File: src/rtl/lif_array_pkg.sv
// Shared definitions for the LIF neuron blocks: sweep FSM states, the default
// firing threshold and a helper that sizes the refractory counters.
package lif_array_pkg;

    typedef enum logic [1:0] {
        ST_IDLE  = 2'd0,
        ST_SWEEP = 2'd1,
        ST_DONE  = 2'd2
    } lif_state_e;

    localparam int THR_RST_DEFAULT = 230;

    // A refractory period of 0 still needs a 1-bit counter so the ports stay legal.
    function automatic int refrac_width(input int refrac);
        return (refrac > 0) ? $clog2(refrac + 1) : 1;
    endfunction

endpackage

File: src/rtl/lif_update.sv
// Combinational single-neuron update: leak, saturating integrate, threshold
// compare and refractory handling for one membrane potential.
module lif_update #(
    parameter int STATE_W    = 8,
    parameter int CUR_W      = 4,
    parameter int LEAK_SHIFT = 3,
    parameter int REFRAC     = 2,
    parameter int REF_W      = 2
) (
    input  logic [STATE_W-1:0] s,
    input  logic [REF_W-1:0]   r,
    input  logic [CUR_W-1:0]   cur,
    input  logic [STATE_W-1:0] thr,
    output logic [STATE_W-1:0] s_next,
    output logic [REF_W-1:0]   r_next,
    output logic               spike
);

    logic [STATE_W-1:0] s_leak;
    logic [STATE_W:0]   sum;
    logic [STATE_W-1:0] v;

    // The extra carry bit of sum flags overflow, which clamps to all-ones.
    always_comb begin
        s_leak = s - (s >> LEAK_SHIFT);
        sum    = {1'b0, s_leak} + {{(STATE_W + 1 - CUR_W){1'b0}}, cur};
        v      = sum[STATE_W] ? '1 : sum[STATE_W-1:0];
        s_next = v;
        r_next = '0;
        spike  = 1'b0;
        if (r != '0) begin
            s_next = '0;
            r_next = r - REF_W'(1);
        end else if (v >= thr) begin
            spike  = 1'b1;
            s_next = '0;
            r_next = REF_W'(REFRAC);
        end
    end

endmodule

File: src/rtl/lif_array.sv
// Time-multiplexed array of leaky integrate-and-fire neurons. Each tick starts
// a sweep that pushes every neuron through one shared lif_update datapath.
module lif_array
    import lif_array_pkg::*;
#(
    parameter  int N_NEURONS  = 8,
    parameter  int STATE_W    = 8,
    parameter  int CUR_W      = 4,
    parameter  int LEAK_SHIFT = 3,
    parameter  int REFRAC     = 2,
    parameter  int THR_RST    = THR_RST_DEFAULT,
    localparam int IDX_W      = $clog2(N_NEURONS)
) (
    input  logic                       clk,
    input  logic                       rst_n,
    input  logic                       tick,
    input  logic [N_NEURONS*CUR_W-1:0] current,
    input  logic                       thr_we,
    input  logic [STATE_W-1:0]         thr_wdata,
    input  logic [IDX_W-1:0]           rd_idx,
    output logic [STATE_W-1:0]         rd_state,
    output logic                       busy,
    output logic [N_NEURONS-1:0]       spikes,
    output logic                       spike_valid,
    output logic                       tick_overrun
);

    localparam int              REF_W    = refrac_width(REFRAC);
    localparam logic [IDX_W-1:0] LAST_IDX = IDX_W'(N_NEURONS - 1);

    lif_state_e                 state;
    logic [IDX_W-1:0]           idx;
    logic [N_NEURONS*CUR_W-1:0] cur_q;
    logic [STATE_W-1:0]         thr_q;
    logic [STATE_W-1:0]         threshold;
    logic [STATE_W-1:0]         potential [N_NEURONS];
    logic [REF_W-1:0]           refrac_cnt [N_NEURONS];
    logic [N_NEURONS-1:0]       spike_acc;
    logic [N_NEURONS-1:0]       spike_acc_next;

    logic [STATE_W-1:0]         upd_s;
    logic [STATE_W-1:0]         upd_s_next;
    logic [REF_W-1:0]           upd_r;
    logic [REF_W-1:0]           upd_r_next;
    logic [CUR_W-1:0]           upd_cur;
    logic                       upd_spike;

    // Steer the neuron selected by idx into the shared update datapath.
    always_comb begin
        upd_s               = potential[idx];
        upd_r               = refrac_cnt[idx];
        upd_cur             = cur_q[idx*CUR_W +: CUR_W];
        spike_acc_next      = spike_acc;
        spike_acc_next[idx] = upd_spike;
    end

    lif_update #(
        .STATE_W    (STATE_W),
        .CUR_W      (CUR_W),
        .LEAK_SHIFT (LEAK_SHIFT),
        .REFRAC     (REFRAC),
        .REF_W      (REF_W)
    ) u_update (
        .s      (upd_s),
        .r      (upd_r),
        .cur    (upd_cur),
        .thr    (thr_q),
        .s_next (upd_s_next),
        .r_next (upd_r_next),
        .spike  (upd_spike)
    );

    always_ff @(posedge clk or negedge rst_n) begin
        if (!rst_n) begin
            threshold <= STATE_W'(THR_RST);
        end else if (thr_we) begin
            threshold <= thr_wdata;
        end
    end

    // Sweep control. A write coinciding with the accepting tick bypasses the
    // threshold register so that sweep already sees the new value.
    always_ff @(posedge clk or negedge rst_n) begin
        if (!rst_n) begin
            state        <= ST_IDLE;
            idx          <= '0;
            cur_q        <= '0;
            thr_q        <= '0;
            spike_acc    <= '0;
            spikes       <= '0;
            spike_valid  <= 1'b0;
            busy         <= 1'b0;
            tick_overrun <= 1'b0;
        end else begin
            case (state)
                ST_IDLE: begin
                    spike_valid <= 1'b0;
                    if (tick) begin
                        cur_q     <= current;
                        thr_q     <= thr_we ? thr_wdata : threshold;
                        idx       <= '0;
                        spike_acc <= '0;
                        busy      <= 1'b1;
                        state     <= ST_SWEEP;
                    end
                end
                ST_SWEEP: begin
                    if (tick) begin
                        tick_overrun <= 1'b1;
                    end
                    spike_acc <= spike_acc_next;
                    if (idx == LAST_IDX) begin
                        spikes      <= spike_acc_next;
                        spike_valid <= 1'b1;
                        state       <= ST_DONE;
                    end else begin
                        idx <= idx + IDX_W'(1);
                    end
                end
                ST_DONE: begin
                    if (tick) begin
                        tick_overrun <= 1'b1;
                    end
                    spike_valid <= 1'b0;
                    busy        <= 1'b0;
                    state       <= ST_IDLE;
                end
                default: begin
                    state <= ST_IDLE;
                end
            endcase
        end
    end

    always_ff @(posedge clk or negedge rst_n) begin
        if (!rst_n) begin
            for (int i = 0; i < N_NEURONS; i++) begin
                potential[i]  <= '0;
                refrac_cnt[i] <= '0;
            end
        end else if (state == ST_SWEEP) begin
            potential[idx]  <= upd_s_next;
            refrac_cnt[idx] <= upd_r_next;
        end
    end

    // Out-of-range indices (only possible when N_NEURONS is not a power of two) read as 0.
    always_ff @(posedge clk or negedge rst_n) begin
        if (!rst_n) begin
            rd_state <= '0;
        end else if (int'(rd_idx) < N_NEURONS) begin
            rd_state <= potential[rd_idx];
        end else begin
            rd_state <= '0;
        end
    end

endmodule
File: config.mk
export PLATFORM = sky130hd
export DESIGN_NAME = lif_array
export DESIGN_NICKNAME = d
export VERILOG_FILES = /design/src/rtl/lif_array_pkg.sv /design/src/rtl/lif_update.sv /design/src/rtl/lif_array.sv
export SDC_FILE = /design/constraint.sdc
export NUM_CORES = 1
export LEC_CHECK = 0
export ABC_AREA = 1
export ABC_CLOCK_PERIOD_IN_PS = 6000
export CAP_MARGIN = 20
export CORE_MARGIN = 4
export CORE_UTILIZATION = 35
export DETAILED_ROUTE_END_ITERATION = 8
export SLEW_MARGIN = 30
export SYNTH_ARGS = -nofsm -noshare
export SYNTH_HDL_FRONTEND = slang
export SYNTH_SLANG_ARGS = --single-unit
File: constraint.sdc
create_clock -name clk -period 6 [get_ports clk]
set_input_delay 1.2 -clock clk [delete_from_list [all_inputs] [get_ports clk]]
set_output_delay 1.2 -clock clk [all_outputs]
set_load 0.005 [all_outputs]
# Word level (Yosys, flattened, before mapping)
# Cells that the tools add are included.
op_classes:
  addsub: 4
  n_reduce_logical: 17
  n_eq_ne: 6
  order_cmp: 6
  shifts: 1
  bitwise: 2
  mux: 38
ops:
  columns: ["operator", "count"]
  rows:
  - ["8-bit 2-to-1 mux", 10]
  - ["64-bit bitwise mux", 1]
  - ["8-bit binary-select mux with 3-bit select", 2]
  - ["32-bit by 6-bit indexed part select with 4-bit output", 1]
  - ["8-bit demux with 3-bit select", 1]
  - ["16-bit bitwise mux", 1]
  - ["8-bit one-hot mux with 2 select lines", 1]
  - ["2-bit 2-to-1 mux", 7]
  - ["2-bit AND reduction", 7]
  - ["8-bit by 4-bit adder with 9-bit output", 1]
  - ["8-bit bitwise mux", 1]
  - ["4-bit >= comparator (second input constant)", 2]
  - ["8-bit >= comparator", 1]
  - ["3-bit inverter with 4-bit output", 2]
  - ["2-bit nonzero test", 4]
  - ["8-bit by 5-bit subtractor with 8-bit output", 1]
  - ["2-bit binary-select mux with 3-bit select", 1]
  - ["2-bit demux with 3-bit select", 1]
  - ["3-bit 2-to-1 mux", 2]
  - ["2-bit inequality test (second input constant)", 3]
  - ["3-bit one-hot mux with 2 select lines", 1]
  - ["1-bit 2-to-1 mux", 5]
  - ["3-bit by 4-bit less-than comparator with 1-bit output (second input constant)", 1]
  - ["4-bit by 1-bit less-than comparator with 1-bit output (second input constant)", 1]
  - ["13 further kinds", 16]
totals:
  elab_cells: 101
  input_bits: 47
  reg_bits: 160
  output_inout_bits: 19

# Longest topological paths before layout
# Gate-level depths: netlist of run 1.
logic_depth:
  ltp_word: 12
  ltp_mapped: 33
  mapped_depth_nobuf: 32

# Modules after synthesis
# From an unflattened synthesis of run 1, not the netlist that was laid out.
unflattened:
  cells_unflattened: 1328
  hier_area_um2: 9066.2
modules_own_cells:
  columns: ["module", "seq_area_each_um2", "area_each_um2", "cells_per_inst", "instances"]
  rows:
  - ["lif_array", 4010.1, 8150.3, 1173, 1]
  - ["lif_update", 0.0, 915.9, 155, 1]

# Least setup slack after synthesis of run 1
# OpenSTA, ideal clock, no wires.
synth_path:
  kind: "reg-to-reg"
  start: "reg idx[0]"
  end: "reg potential[14] (netlist name)"
  t_required_ns: 5.934
  setup_ns: 0.066
  n_path_buf: 3
  arrival_time_ns: 4.806
  stages_incl_launch_ff: 30
  period_less_slack_ns: 4.871
  setup_slack_ns: 1.129
  cell_sequence: "dfrtp_1 buf_6 nand3_1 buf_4 o2bb2ai_1 a221oi_1 o2111ai_1 ha_1 a21o_1 a31oi_1 xor2_1 inv_1 ha_1 nand2_1 nor2_1 a211oi_1 or2_2 nor2_2 nand3_1 nand2_1 inv_1 ha_1 nand2_1 nor2_1 nand4_1 o2111ai_1 nor3_4 buf_6 nand4_1 nand2_1"
synth_via:
  elab_chain_cells: 11
  word_cells_on_any_way: 21
  cone_classes: "add/sub: 2; order compare: 3; shift: 1; mux: 12; bitwise: 1; reduce/logical: 2"
synth_lines:
  columns: ["element", "line_no", "text"]
  rows:
  - ["from (decl)", "lif_array.sv:32", "logic [IDX_W-1:0] idx;"]
  - ["from (signal assigned)", "lif_array.sv:117", "idx <= idx + IDX_W'(1);"]
  - ["3-bit inverter with 4-bit output (not written as such)", "lif_array.sv:50, lif_array.sv:51, lif_array.sv:142", null]
  - ["8-bit binary-select mux with 3-bit select", "lif_array.sv:50", "upd_s = potential[idx];"]
  - ["8-bit 2-to-1 mux (not written as such) (2 in series)", "lif_array.sv:50", null]
  - ["8-bit by 5-bit subtractor with 8-bit output", "lif_update.sv:25", "s_leak = s - (s >> LEAK_SHIFT);"]
  - ["8-bit by 4-bit adder with 9-bit output", "lif_update.sv:26", "sum = {1'b0, s_leak} + {{(STATE_W + 1 - CUR_W){1'b0}}, cur};"]
  - ["8-bit 2-to-1 mux", "lif_update.sv:27", "v = sum[STATE_W] ? '1 : sum[STATE_W-1:0];"]
  - ["8-bit >= comparator", "lif_update.sv:34", "end else if (v >= thr) begin"]
  - ["8-bit 2-to-1 mux", "lif_update.sv:34", null]
  - ["8-bit 2-to-1 mux", "lif_update.sv:31", "if (r != '0) begin"]
  - ["64-bit bitwise mux *", "lif_array.sv:142", "potential[idx] <= upd_s_next;"]
  - ["to (signal, indexed assignment)", "lif_array.sv:142", null]
  - ["to (decl)", "lif_array.sv:36", "logic [STATE_W-1:0] potential [N_NEURONS];"]
# Mark *: on every way between the ends. The rest lies on a longest branch, timed or not. The select of a mux whose other input is x is not followed.
# A chain may end at the register's enable or synchronous reset.

# Final worst setup path of run 1
layout_path:
  start: "reg idx[2]"
  end: "reg spike_acc[4]"
layout_via:
  elab_chain_cells: 12
  word_cells_on_any_way: 22
  cone_classes: "add/sub: 2; order compare: 3; shift: 1; mux: 13; bitwise: 1; reduce/logical: 2"
layout_lines:
  columns: ["element", "line_no", "text"]
  rows:
  - ["3-bit inverter with 4-bit output (not written as such)", "lif_array.sv:50, lif_array.sv:51", null]
  - ["8-bit binary-select mux with 3-bit select", "lif_array.sv:50", null]
  - ["8-bit 2-to-1 mux (not written as such) (2 in series)", "lif_array.sv:50", null]
  - ["8-bit by 5-bit subtractor with 8-bit output", "lif_update.sv:25", null]
  - ["8-bit by 4-bit adder with 9-bit output", "lif_update.sv:26", null]
  - ["8-bit 2-to-1 mux", "lif_update.sv:27", null]
  - ["8-bit >= comparator", "lif_update.sv:34", null]
  - ["1-bit 2-to-1 mux", "lif_update.sv:34", null]
  - ["1-bit 2-to-1 mux", "lif_update.sv:31", null]
  - ["8-bit bitwise mux *", "lif_array.sv:54", "spike_acc_next[idx] = upd_spike;"]
  - ["8-bit one-hot mux with 2 select lines *", "lif_array.sv:95", "case (state)"]
  - ["to (signal assigned)", "lif_array.sv:111", "spike_acc <= spike_acc_next;"]
  - ["to (decl)", "lif_array.sv:38", "logic [N_NEURONS-1:0] spike_acc;"]
# Marks and branches as above.

==> reports/results.ini, run 1 <==
[status]
outcome=finished, final reports clean

[synth]
syn_nets=1146
yosys.area_share.xor_xnor_pct=0.416
synth_area_sq_um=8430
synth_cell_types=45
synthCells=1075
ys_ff_latch=160
netlist.area_leader.share_pct=46.0
synth_fa_ha_area_share_pct=3.74
synth_top_family_by_area=simple AND/OR/NAND/NOR gates
synth_area_leader_cell=dfrtp_1
synthMuxAreaShare_pct=1.07
syn_area_per_cell_sq_um=7.84
synth-simple-area-share_pct=28.8
synth_area_leaders=dfrtp_1, nand2_1, o21ai_0
seq_area_frac_synth_pct=47.6
synth_compound_area_share_pct=11.3
ys_warn_count=0

[grt]
grt_max_degree=75
grt-ovfl-total=0
antenna_found_initial=0
grt_pass1_vias=7354
gr-usage-all-layers_pct=19.0
grt_pass1_wl_um=39700

[final_layout]
final_common_cell=nand2_1
final_cell_mix=nand2_1, dfrtp_1, inv_1, o21ai_0, nand3_1
diodes=0
nNetsFinal=1215
fill_cells=2424
syn2layout_area_growth_pct=19.3
drive_above_1_share_pct=9.25

[timing]
finalSetupTns_ps=0
slew_viol_final=0
max_freq_ghz=0.182
fin_crit_sh_pct=91.7
rsz0062_at_grt=no
fin_skew_ps=10.6
finalCriticalPeriod_ps=5500
setup_violations=0
worstMarginPinSlew_ps=1010
finalHoldViolCount=0
relSlewSlack_pct=32.1

[critical_path]
worstSetupPathType=register to register
critPathLaunchType=register
crit_fanout=10
worstPathRequired_ps=6370
cp.arrival_ps=5870
cp-end-kind=register

[floorplanning]
die_w_um=163
start_util_pct=35.7
fp.coreArea_sq_um=23600
die_h_um=163
io_pins=66
dieArea_sq_um=26600
placementRows=56

[placed_design]
dp_hpwl_um=16800
port_buffers=65
gp_congestion=0.901

[hold_path]
worstHoldPathType=register to register

[job]
max_cap_violations=0

[detailed_routing]
drc=0
drt_first_pass_iters=6
antenna_left=0
drt-total-wl_um=24600
viasPerCell=5.11
drtIter0Drc=754
wl_per_cell_um=16.7
vias=7535

[clock_network]
root_buffer=clkbuf_16
ctsLongestPathBuffers=2
clk_pin_slew_ps=70
cts_tree=yes
h-tree-depth=4
insertion_delay_ps=440
cts_made_buffers=17
cts_sinks=160

cell usage after synthesis (all sizes together):
cell     count
nand2      424
dfrtp      155
inv         92
o21ai       85
nand3       73
nor2        58
clkbuf      27
ha          22
a21oi       19
o22ai       18
nand4       15
buf         14
a221oi      10
a31oi        9
mux2         8
a22oi        6
clkinv       6
dfstp        5
nor3         4
o211ai       4
o2bb2ai      4
nand3b       3
o2111ai      3
a21o         2
fa           2
xnor2        2
xor2         2
a211oi       1
a22o         1
or2          1
registers in the layout, indices dropped and copies added, names as in the netlist, 2 cells and up:
signal      flops
potential      64
rd_state        8
refrac_cnt     16
spikes          8
cur_q          32
thr_q           8
spike_acc       8
threshold       8
state           2
idx             3
repair_timing:
item                                    CTS  global route
hold buffers                              0             0
buffers inserted                          0             0
endpoints found under the setup margin    0            78
gates resized for setup                   0             3
cells by family after synthesis:
group	count (synthesis)
and+or+nand+nor	578
AOI/OAI and AO/OA	162
DFF	160
buffers and inverters	139
adders and majority gates	24
muxes	8
xor gates and xnor gates	4
metal layers:
metal  up-vias  wire (um)  GRT usage [%]
met5         -          0              0
met4         0        397           5.18
met3        29       1870           4.59
met2       304      11100           29.2
met1      3566      11200           26.9
li1       3636          -              -
worst paths after layout:
path / startpoint / endpoint / slack (ps) / cells after the start
max: idx[2] / spike_acc[4] / 500 / 24
min: tick_overrun / tick_overrun / 470 / 1
max reg2reg: idx[2] / spike_acc[4] / 500 / 24
min reg2reg: tick_overrun / tick_overrun / 470 / 1
max in group asynchronous: rst_n / rd_state[3] / 4040 / 2
min in group asynchronous: rst_n / cur_q[27] / 800 / 1
critical path, cell delays in order, from the launching register on:
cell and delay [ps]:
dfrtp_2 500, inv_2 120, nand3_2 290, inv_1 220, a22oi_1 200, o2111ai_1 240
ha_1 300, fa_1 410, xnor2_1 150, ha_1 350, nand2_1 70, nor2_1 90
a211oi_1 60, or2_2 330, nor2_2 180, nand3_1 120, nand2_1 70, inv_1 40
ha_1 260, nand2_1 60, o2111ai_1 570, nand3_2 340, o21ai_0 310, nand2_1 80
nand2_1 80
final cells by class:
class | count | area, sq um | share of cell area (%)
well taps | 319 | 399 | 3.97
flip-flops and latches | 160 | 4010 | 39.9
inverters | 98 | 369 | 3.67
clock buffers | 19 | 443 | 4.40
repair buffers | 91 | 860 | 8.55
clock inverters | 13 | 151 | 1.51
multi-input cells | 776 | 3820 | 38.0
metrics by stage:
stage	cells	hold slack [ps]	setup slack, ps	cell area [sq um]	util [%]
floorplan	1075	449	1130	8430	-
detailed placement	1444	451	384	9460	40.1
finish	1476	471	500	10100	42.6
global route	1476	492	39.9	10100	42.6
CTS	1476	478	366	10100	42.6
global placement	1444	441	423	9460	40.0
Power of run 1 is not shown: default switching activity piles up to over one toggle a cycle in this logic, so the estimate is an artifact.
==> inputs of run 2 (changes only) <==
--- a/config.mk
+++ b/config.mk
@@ -11,6 +11,7 @@
 export CORE_MARGIN = 4
 export CORE_UTILIZATION = 35
 export DETAILED_ROUTE_END_ITERATION = 8
+export PLACE_DENSITY = 0.49
 export SLEW_MARGIN = 30
 export SYNTH_ARGS = -nofsm -noshare
 export SYNTH_HDL_FRONTEND = slang
==> run 2 against run 1 <==
  * Routed wire length up 5.6%
  * Highest routed layer unchanged
  * Sequential share of layout area is 0.27 points lower
  * Critical path depth is 3 higher
  * Clock-buffer cell count down 2
  * Worst setup slack worse by 84 ps
==> reports/results.ini, run 2 (same netlist as run 1, synthesis figures left out) <==
[final_layout]
drive_above_1_share_pct=9.81
final_common_cell=nand2_1
syn2layout_area_growth_pct=20.1
diodes=0
final_cell_mix=nand2_1, dfrtp_1, inv_1, o21ai_0, nand3_1
nNetsFinal=1220
fin_cells=1481
largest_registers=potential: 64 flops, cur_q: 32 flops, refrac_cnt: 16 flops
top_register=potential
largest_reg_flops=64

[grt]
grt-ovfl-total=0
grt_max_degree=78
grt_pass1_wl_um=41400
gr-usage-all-layers_pct=20.2
antenna_found_initial=0
grt_pass1_vias=7191

[detailed_routing]
drc=0
vias=7379
drt_first_pass_iters=5
drt-total-wl_um=26000
drtIter0Drc=613
antenna_left=0
viasPerCell=4.98
wl_per_cell_um=17.6

[floorplanning]
die_w_um=163
dieArea_sq_um=26600
placementRows=56
start_util_pct=35.7
fp.coreArea_sq_um=23600
die_h_um=163
io_pins=66

[placed_design]
post-place-cells=1448
dp_hpwl_um=17800
post-place-ws_ps=-55.8
port_buffers=65
gp_congestion=0.824

[clock_network]
ctsLongestPathBuffers=2
clk_pin_slew_ps=70
hold_buffers=0
cts_made_buffers=17
cts_sinks=160
root_buffer=clkbuf_16
insertion_delay_ps=440
cts_tree=yes
h-tree-depth=4

[timing]
max_freq_ghz=0.179
fin_skew_ps=14.1
slew_viol_final=0
fin_ws_ps=417
finalHoldViolCount=0
worstMarginPinSlew_ps=737
relSlewSlack_pct=50.9
finalCriticalPeriod_ps=5580
setup_violations=0
fin_crit_sh_pct=93.1

[job]
max_cap_violations=0

[critical_path]
cp-end-kind=register
slowest_stage=dfrtp_1
worstSetupPathType=register to register
r2r_cells=27
slowest_delay_ps=590
critPathLaunchType=register
worst-r2r-setup-slack_ps=420
r2r_start=idx[2]
regToRegEndpoint=potential[22]
worstPathRequired_ps=6370
crit_fanout=44
cp.arrival_ps=5960

[hold_path]
worstHoldPathType=register to register
min-delay-start=tick_overrun
hold_path_depth=1
min_to=tick_overrun

[status]
outcome=finished, final reports clean

==> run 2: cell count changes in the layout (fill, tap and decap cells not counted), moves of 2 or more <==
cell     delta
buf_4       +3
dfrtp_1     +2
dfrtp_2     -2
inv_8       +5
o21ai_0     -4
o21ai_1     +3
==> run 2: area by class of cell <==
class	count	area [sq um]
Fill cell	2450	13500
Sequential cell	160	4010
Multi-Input combinational cell	777	3850
Timing Repair Buffer	95	893
Clock buffer	17	425
Tap cell	319	399
Inverter	98	369
Clock inverter	15	171
==> run 2: routing by layer <==
layer | track usage, % | share of wire [%] | vias up
li1 | - | - | 3653
met1 | 29.5 | 48 | 3498
met2 | 31.4 | 45 | 206
met3 | 3.08 | 5.3 | 22
met4 | 5.49 | 1.4 | 0
met5 | 0 | 0 | -
==> run 2: timing repair <==
item                                    in CTS  in global routing
setup buffers                                0                  0
gates resized for setup                      1                 10
endpoints found under the setup margin       2                 88
pin swaps                                    0                  2
cloned                                       0                  1
==> run 2: metrics by stage <==
step                utilization [%]  hold slack (ps)  setup TNS (ps)  area [sq um]
floorplan                         -              449               0          8430
global placement               40.2              445               0          9490
detailed placement             40.2              449           -60.7          9490
CTS                            42.7              470               0         10100
global route                   42.9              500           -7.90         10100
finish                         42.9              460               0         10100
==> run 2: how the worst max path moves through the flow <==
stage / start / end / slack (ps) / cells past startpoint
2_1_floorplan: idx[0] / potential[14] / 1130 / 29
3_3_place_gp: idx[1] / spikes[3] / 2 / 28
3_5_place_dp: idx[1] / spikes[3] / -60 / 28
4_1_cts: idx[1] / spikes[3] / 90 / 28
5_1_grt: idx[2] / potential[20] / -8 / 27
6_report: idx[2] / potential[22] / 420 / 27
==> run 2: critical path: cells and delay by family (launching register included) <==
kind,cells,cell delay (ps)
buf+inv,3,480
simple gates,13,2050
flops,1,590
xor+xnor,1,160
fa+ha+maj,3,820
compound gates,7,1370
Power of run 2 is left out for the same reason.
